==> config.mk <==
export PLATFORM = sky130hd
export DESIGN_NAME = spi_reg_ctrl_flat
export DESIGN_NICKNAME = d
export VERILOG_FILES = /design/src/rtl/spi_reg_if.sv /design/src/rtl/spi_reg_ctrl.sv /design/src/flat_wrapper.sv
export SDC_FILE = /design/constraint.sdc
export NUM_CORES = 1
export LEC_CHECK = 0
export ABC_CLOCK_PERIOD_IN_PS = 5750
export CORE_MARGIN = 5
export CORE_UTILIZATION = 58
export DETAILED_ROUTE_END_ITERATION = 8
export GPL_ROUTABILITY_DRIVEN = 0
export PLACE_DENSITY = 0.95
export SYNTH_ARGS = -nofsm -noshare
export SYNTH_HDL_FRONTEND = slang
export SYNTH_SLANG_ARGS = --single-unit
==> constraint.sdc <==
create_clock -name clk -period 5.75 [get_ports clk]
set_input_delay 1.725 -clock clk [delete_from_list [all_inputs] [get_ports clk]]
set_output_delay 1.725 -clock clk [all_outputs]
set_load 0.03 [all_outputs]
==> src/rtl/spi_reg_if.sv <==
// SPI strobe inputs and register-bus signals of the SPI register-access sequencer.
// The slave modport is the sequencer's view; master is the driving side.
interface spi_reg_if #(
  parameter int DATA_W = 16
);
  logic              spi_reset;
  logic              spi_read;
  logic              spi_write;
  logic              mosi_in;
  logic              miso;
  logic [6:0]        reg_addr;
  logic [DATA_W-1:0] reg_wdata;
  logic              reg_wr;
  logic              reg_rd;
  logic [DATA_W-1:0] reg_rdata;
  logic              busy;

  modport slave (
    input  spi_reset, spi_read, spi_write, mosi_in, reg_rdata,
    output miso, reg_addr, reg_wdata, reg_wr, reg_rd, busy
  );

  modport master (
    output spi_reset, spi_read, spi_write, mosi_in, reg_rdata,
    input  miso, reg_addr, reg_wdata, reg_wr, reg_rd, busy
  );
endinterface

==> src/rtl/spi_reg_ctrl.sv <==
// SPI-slave register-access sequencer: command byte {rnw, addr[6:0]} followed by
// DATA_W-bit data words streamed to/from the register bus, mode 0, MSB first.
//
// state | meaning
// IDLE  | after rst; all strobes ignored until spi_reset
// CMD   | shifting in the command byte
// WDATA | shifting in write words, one reg_wr per completed word
// RDATA | shifting out read words, reg_rd prefetches the next word
module spi_reg_ctrl #(
  parameter int DATA_W   = 16,
  parameter bit AUTO_INC = 1'b1
) (
  input  logic         clk,
  input  logic         rst,
  spi_reg_if.slave     bus
);

  localparam int CNT_W = $clog2(DATA_W + 1);

  typedef enum logic [1:0] {IDLE, CMD, WDATA, RDATA} state_t;

  state_t            state, state_nx;
  logic [CNT_W-1:0]  bit_cnt;
  logic [DATA_W-1:0] rx_shift;
  logic [DATA_W-1:0] tx_shift;
  logic [DATA_W-1:0] rx_next;
  logic [6:0]        addr_q;
  logic [DATA_W-1:0] wdata_q;
  logic              wr_q;
  logic              rd_q;
  logic              rd_valid;
  logic              busy_q;
  logic              sample;
  logic              cmd_done;
  logic              word_done;

  always_ff @(posedge clk or posedge rst) begin
    if (rst) state <= IDLE;
    else     state <= state_nx;
  end

  always_comb begin
    state_nx  = state;
    rx_next   = {rx_shift[DATA_W-2:0], bus.mosi_in};
    sample    = bus.spi_read && !bus.spi_reset && (state != IDLE);
    cmd_done  = sample && (state == CMD) && (bit_cnt == CNT_W'(7));
    word_done = sample && ((state == WDATA) || (state == RDATA)) &&
                (bit_cnt == CNT_W'(DATA_W - 1));
    if (bus.spi_reset)
      state_nx = CMD;
    else if (cmd_done)
      state_nx = rx_shift[6] ? RDATA : WDATA;
  end

  always_ff @(posedge clk or posedge rst) begin
    if (rst) begin
      bit_cnt  <= '0;
      rx_shift <= '0;
      tx_shift <= '0;
      addr_q   <= '0;
      wdata_q  <= '0;
      wr_q     <= 1'b0;
      rd_q     <= 1'b0;
      rd_valid <= 1'b0;
      busy_q   <= 1'b0;
    end else begin
      wr_q     <= 1'b0;
      rd_q     <= 1'b0;
      rd_valid <= rd_q;
      // Write address advances one cycle after its strobe, so reg_wr sees the old address.
      if (wr_q && AUTO_INC)
        addr_q <= addr_q + 7'd1;
      if (bus.spi_reset) begin
        bit_cnt  <= '0;
        tx_shift <= '0;
        rd_valid <= 1'b0;
        busy_q   <= 1'b1;
      end else begin
        if (sample) begin
          rx_shift <= rx_next;
          bit_cnt  <= bit_cnt + CNT_W'(1);
        end
        if (cmd_done) begin
          addr_q  <= rx_next[6:0];
          bit_cnt <= '0;
          rd_q    <= rx_shift[6];
        end
        if (word_done) begin
          bit_cnt <= '0;
          if (state == WDATA) begin
            wdata_q <= rx_next;
            wr_q    <= 1'b1;
          end else begin
            rd_q <= 1'b1;
            if (AUTO_INC)
              addr_q <= addr_q + 7'd1;
          end
        end
        // A word boundary falling edge must not shift: the prefetched word is already in place.
        if (state == RDATA) begin
          if (rd_valid)
            tx_shift <= bus.reg_rdata;
          else if (bus.spi_write && (bit_cnt != '0))
            tx_shift <= {tx_shift[DATA_W-2:0], 1'b0};
        end
      end
    end
  end

  assign bus.miso      = tx_shift[DATA_W-1];
  assign bus.reg_addr  = addr_q;
  assign bus.reg_wdata = wdata_q;
  assign bus.reg_wr    = wr_q;
  assign bus.reg_rd    = rd_q;
  assign bus.busy      = busy_q;

endmodule

==> src/flat_wrapper.sv <==
// flat-port wrapper written by rule: the top's interface ports become plain ports
module spi_reg_ctrl_flat 
#(
  parameter int DATA_W   = 16,
  parameter bit AUTO_INC = 1'b1
)
  (clk, rst, bus_spi_reset, bus_spi_read, bus_spi_write, bus_mosi_in, bus_reg_rdata, bus_miso, bus_reg_addr, bus_reg_wdata, bus_reg_wr, bus_reg_rd, bus_busy);
  spi_reg_if #(.DATA_W(DATA_W)) bus_i ();
  input  logic clk;
  input  logic rst;
  input wire logic [$bits(bus_i.spi_reset)-1:0] bus_spi_reset;
  input wire logic [$bits(bus_i.spi_read)-1:0] bus_spi_read;
  input wire logic [$bits(bus_i.spi_write)-1:0] bus_spi_write;
  input wire logic [$bits(bus_i.mosi_in)-1:0] bus_mosi_in;
  input wire logic [$bits(bus_i.reg_rdata)-1:0] bus_reg_rdata;
  output wire logic [$bits(bus_i.miso)-1:0] bus_miso;
  output wire logic [$bits(bus_i.reg_addr)-1:0] bus_reg_addr;
  output wire logic [$bits(bus_i.reg_wdata)-1:0] bus_reg_wdata;
  output wire logic [$bits(bus_i.reg_wr)-1:0] bus_reg_wr;
  output wire logic [$bits(bus_i.reg_rd)-1:0] bus_reg_rd;
  output wire logic [$bits(bus_i.busy)-1:0] bus_busy;
  assign bus_i.spi_reset = bus_spi_reset;
  assign bus_i.spi_read = bus_spi_read;
  assign bus_i.spi_write = bus_spi_write;
  assign bus_i.mosi_in = bus_mosi_in;
  assign bus_i.reg_rdata = bus_reg_rdata;
  assign bus_miso = bus_i.miso;
  assign bus_reg_addr = bus_i.reg_addr;
  assign bus_reg_wdata = bus_i.reg_wdata;
  assign bus_reg_wr = bus_i.reg_wr;
  assign bus_reg_rd = bus_i.reg_rd;
  assign bus_busy = bus_i.busy;
  spi_reg_ctrl #(.DATA_W(DATA_W), .AUTO_INC(AUTO_INC)) u_core (.clk(clk), .rst(rst), .bus(bus_i));
endmodule
Word level (Yosys, flattened, before mapping)
Index checks and enable logic that the tools add are counted.
{"block": "classes", "eq_ne": 5, "reduce_logical": 18, "n_bitwise": 1, "addsub": 2, "mux": 24}
{"op": "16-bit 2-to-1 mux", "n": 4}
{"op": "7-bit 2-to-1 mux", "n": 5}
{"op": "5-bit 2-to-1 mux", "n": 4}
{"op": "1-bit 2-to-1 mux", "n": 9}
{"op": "7-bit by 1-bit adder with 7-bit output, second input constant", "n": 1}
{"op": "1-bit logical AND", "n": 7}
{"op": "2-bit nonzero test", "n": 3}
{"op": "5-bit by 1-bit adder with 5-bit output, second input constant", "n": 1}
{"op": "5-bit by 3-bit == test with 1-bit output, second input constant", "n": 1}
{"op": "5-bit by 4-bit == test with 1-bit output, second input constant", "n": 1}
{"op": "5-bit nonzero test", "n": 1}
{"op": "2-bit == test, second input constant", "n": 2}
{"op": "2-bit 2-to-1 mux", "n": 2}
{"op": "2-bit AND reduction", "n": 2}
{"op": "4-bit nonzero test", "n": 1}
{"op": "3-bit AND reduction", "n": 1}
{"op": "3-bit nonzero test", "n": 1}
{"op": "2-bit by 1-bit == test with 1-bit output, second input constant", "n": 1}
{"op": "1-bit zero test", "n": 1}
{"op": "1-bit logical OR", "n": 1}
{"op": "1-bit NOT", "n": 1}
{"block": "word_totals", "regBits": 65, "input_bits": 22, "output_inout_bits": 27, "word_cells": 60}

Depth between registers and ports, before layout
{"block": "depth", "word_depth": 9, "depth_mapped": 8, "mapped_depth_nobuf": 7}

Least setup slack after synthesis
Ideal clock, no wire load.
{"block": "synth_timing", "kind": "input to register", "start": "input port bus_spi_reset", "end": "register u_core.wdata_q[0] (netlist: u_core.bus.reg_wdata[0])", "t_arrival_ps": 3078, "required_time_ps": 5625, "path_buffers": 3, "cell_stages": 7, "path_slack_ps": 2547, "setup_time_ps": 125, "cell_sequence": "buf_4 nor2b_4 o21ai_2 or3_1 buf_4 buf_6 mux2_4"}
{"block": "synth_via", "elab_chain_len": 6, "word_cells_on_any_way": 7, "cone_classes": "bitwise (1); reduce/logical (6)"}
{"element": "from (decl)", "line_no": "flat_wrapper.sv:11", "rtl": "input wire logic [$bits(bus_i.spi_reset)-1:0] bus_spi_reset;"}
{"element": "1-bit zero test", "line_no": "spi_reg_ctrl.sv:45", "rtl": "sample = bus.spi_read && !bus.spi_reset && (state != IDLE);"}
{"element": "1-bit logical AND (2 in a row)", "line_no": "spi_reg_ctrl.sv:45"}
{"element": "1-bit logical AND (2 in a row)", "line_no": "spi_reg_ctrl.sv:47", "rtl": "word_done = sample && ((state == WDATA) || (state == RDATA)) &&"}
{"element": "3-bit AND reduction (no line) *"}
{"element": "to (signal assigned)", "line_no": "spi_reg_ctrl.sv:91", "rtl": "wdata_q <= rx_next;"}
{"element": "to (decl)", "line_no": "spi_reg_ctrl.sv:28", "rtl": "logic [DATA_W-1:0] wdata_q;"}
Every way passes the cells marked *; elsewhere a longest branch is shown, timed or not.
A chain may end at the register's enable or synchronous reset.

Final worst setup path
{"block": "layout_timing", "start": "input port bus_spi_reset", "end": "register u_core.wdata_q[12] (netlist: u_core.bus.reg_wdata[12])"}
The elaborated chain is that of the path after synthesis.

==> results.yml <==
outcome:
  status: "finished, final reports clean"
drt:
  drc: 0
  drt-total-wl_um: 6340
  wl_per_cell_um: 15.9
  antenna_left: 0
  detail_route.vias_per_cell: 5.70
  drt_iter0_markers: 126
  vias: 2267
  dr.pass1.iters: 4
timing:
  setup_tns_ns: 0
  max-slew-margin-rel_pct: 41.4
  timing.final.crit_share_pct: 67.1
  hold_violations: 0
  worst_clock_skew_ns: 0.00475
  max_freq_ghz: 0.259
  min_period_ns: 3.86
  tightest_slew_ns: 0.880
  rsz0062_at_grt: "false"
  setup_viol: 0
  slew_viol_final: 0
clocking:
  cts_tree: "done"
  clock_sinks: 65
  cts.repair.resized: 0
  cts_max_path_buffers: 2
  root_buffer: "clkbuf_8"
  cts.repair_timing.setup_buffer_count: 0
  holdBufCountCts: 0
  clk_pin_slew_ns: 0.06
  clk_latency_ns: 0.34
  htreeDepth: 3
  cts_buffers: 9
critical_path:
  cp-end-kind: "flop"
  worstRegToRegCells: 6
  slowest_delay_ns: 0.78
  path_cells: "clkdlybuf4s50_1 -> buf_4 -> nor2b_4 -> o21ai_2 -> or3_1 -> mux2_2"
  r2r_setup_slack_ns: 3.29
  cp_max_fo: 25
  worstPathArrival_ns: 4.08
  cp.required_ns: 5.97
  startpoint_type: "input pin"
  slowest_stage: "or3_1"
  r2r_start: "u_core.bit_cnt[0]"
  worst_r2r_endpoint: "u_core.bus.reg_wdata[12]"
  crit_type: "input pin to flop"
placed_design:
  dpl.hpwl_um: 4340
  dp_cells: 384
  postPlaceCellArea_mm2: 0.00360
  port_buffers: 48
floorplanning:
  die_w_um: 83.3
  initial_utilization_pct: 60.3
  core_mm2: 0.00517
  pin_count: 49
  fp.dieH_um: 83.3
  rows: 26
  die_area_mm2: 0.00694
worst_hold_path:
  worstHoldPathCells: 1
  min-delay-start: "u_core.bus.busy"
  hold_path_class: "flop to flop"
  min_to: "u_core.bus.busy"
flow_run:
  maxCapViolations: 0
synthesis:
  synth_cell_type_count: 50
  synth_nets: 308
  syn_avg_cell_area_um2: 11.1
  synthFlopType: "dfrtp_1"
  seq_area_frac_synth_pct: 52.1
  syn_area_mm2: 0.00312
  ys_async_sr_fraction_pct: 100
  yosysWarnings: 0
  synth-edff-count: 0
  synth_cells: 282
  synth-seq-cells: 65
layout:
  syn2layout_area_growth_pct: 20.6
  drive_above_1_share_pct: 14.3
  final_area_mm2: 0.00376
  antennaDiodeCount: 0
  fin_cells: 398
  final_nets: 351
power_and_ir_drop:
  p_leak_nw: 1.68
  peakVddDrop_uv: 176
  powerDensity_mw_per_mm2: 239
grt:
  grt_usage_pct: 20.2
  grt_remaining_overflow: 0
  grt_max_degree: 39
  antenna_found_initial: 0
  grt_pass1_wl_um: 11400
  first_global_vias: 2388
## worst max-delay path: cells and delay by family
kind	cells	cell delay (ns)
AO/OA/AOI/OAI	1	0.27
AND/OR/NAND/NOR	2	0.88
buffers and inverters	2	0.77
multiplexers	1	0.42
## layout by cell type, fill, tap and decap left out, types with 4 or more instances in the layout
cell type         n
a211oi_1          8
a211oi_2          9
a21oi_1          21
and3_1            4
clkbuf_8         11
clkdlybuf4s50_1  48
dfrtp_1          65
ha_1              4
inv_1             6
mux2_2            7
mux2_4            9
mux2i_1          18
nand2_1          55
nand3_1           4
nor2_1            4
nor3_1            5
o21ai_0           4
## cells in the mapped netlist, types with 2 or more instances
master / number / area [µm²]
buf_4: 2 / 15.0
inv_1: 7 / 26.3
buf_2: 5 / 25.0
nand2_1: 55 / 206
a211oi_2: 9 / 113
or4_1: 2 / 15.0
a31oi_1: 2 / 12.5
buf_6: 3 / 33.8
mux2_2: 7 / 78.8
dfrtp_1: 65 / 1630
a21oi_1: 21 / 105
nand2b_1: 3 / 18.8
nand4b_1: 2 / 17.5
and3_1: 4 / 25.0
nand3_1: 4 / 20.0
mux2_4: 9 / 135
a211oi_1: 8 / 60.1
nor3_1: 5 / 25.0
clkbuf_1: 8 / 30.0
nand4_1: 2 / 12.5
o21ai_0: 4 / 20.0
a31o_2: 2 / 17.5
and2_1: 3 / 18.8
mux2i_1: 18 / 180
nor2_1: 4 / 15.0
ha_1: 4 / 50.1
## metrics by stage
step	total power [W]	util (%)	hold slack, ns	setup slack [ns]
CTS	0.000907	72.7	0.492	1.90
finish	0.000899	72.7	0.485	1.89
floorplan	0.000546	-	0.442	2.40
detailed placement	0.000579	69.6	0.473	1.56
global placement	0.000576	69.6	0.454	1.60
global route	0.000943	72.7	0.508	1.77
## power breakdown
group	leakage [nW]	switching (W)	internal, W
Clock	0.0826	0.000152	0.000176
Sequential	0.873	0.0000233	0.000480
Combinational	0.727	0.0000379	0.0000297
## how the worst max path moves through the flow
stage	endpoint	from	slack, ns	cells past startpoint
2_1_floorplan	u_core.bit_cnt[0]	rst	2.40	1
3_3_place_gp	u_core.bus.reg_wdata[15]	bus_spi_reset	1.60	6
3_5_place_dp	u_core.bus.reg_wdata[12]	bus_spi_reset	1.56	6
4_1_cts	u_core.bus.reg_wdata[15]	bus_spi_reset	1.90	6
5_1_grt	u_core.bus.reg_wdata[10]	bus_spi_reset	1.77	6
6_report	u_core.bus.reg_wdata[12]	bus_spi_reset	1.89	6
## registers in the layout, summed over array words and instances (netlist names), 2 cells and up
| name | cells |
|---|---|
| u_core.state | 2 |
| u_core.bus.reg_addr | 7 |
| u_core.bit_cnt | 5 |
| u_core.tx_shift | 16 |
| u_core.rx_shift | 15 |
| u_core.bus.reg_wdata | 16 |
## cell type report
class	instances	area (µm²)
sequential	65	1630
inverter	7	26.3
timing repair buffer	50	495
multi-input combinational	192	1360
clock buffer	14	163
fill	354	1410
tap	70	87.6
## routing by layer
| layer | up-vias | global-route usage [%] | routed length (µm) |
|---|---|---|---|
| met5 | - | 0 | 0 |
| met4 | 0 | 8.62 | 119 |
| met3 | 11 | 6.63 | 410 |
| met2 | 69 | 30.8 | 2930 |
| met1 | 1094 | 26.5 | 2870 |
| li1 | 1093 | - | - |
## cell families after synthesis
group,count (synthesis),share of synthesized area [%]
AOI/OAI and AO/OA,58,13.6
muxes,34,12.6
xor gates and xnor gates,2,0.562
DFF,65,52.1
buffers and inverters,25,4.17
adders and majority gates,4,1.60
and+or+nand+nor,94,15.3
(Power assumes the default switching activity.)
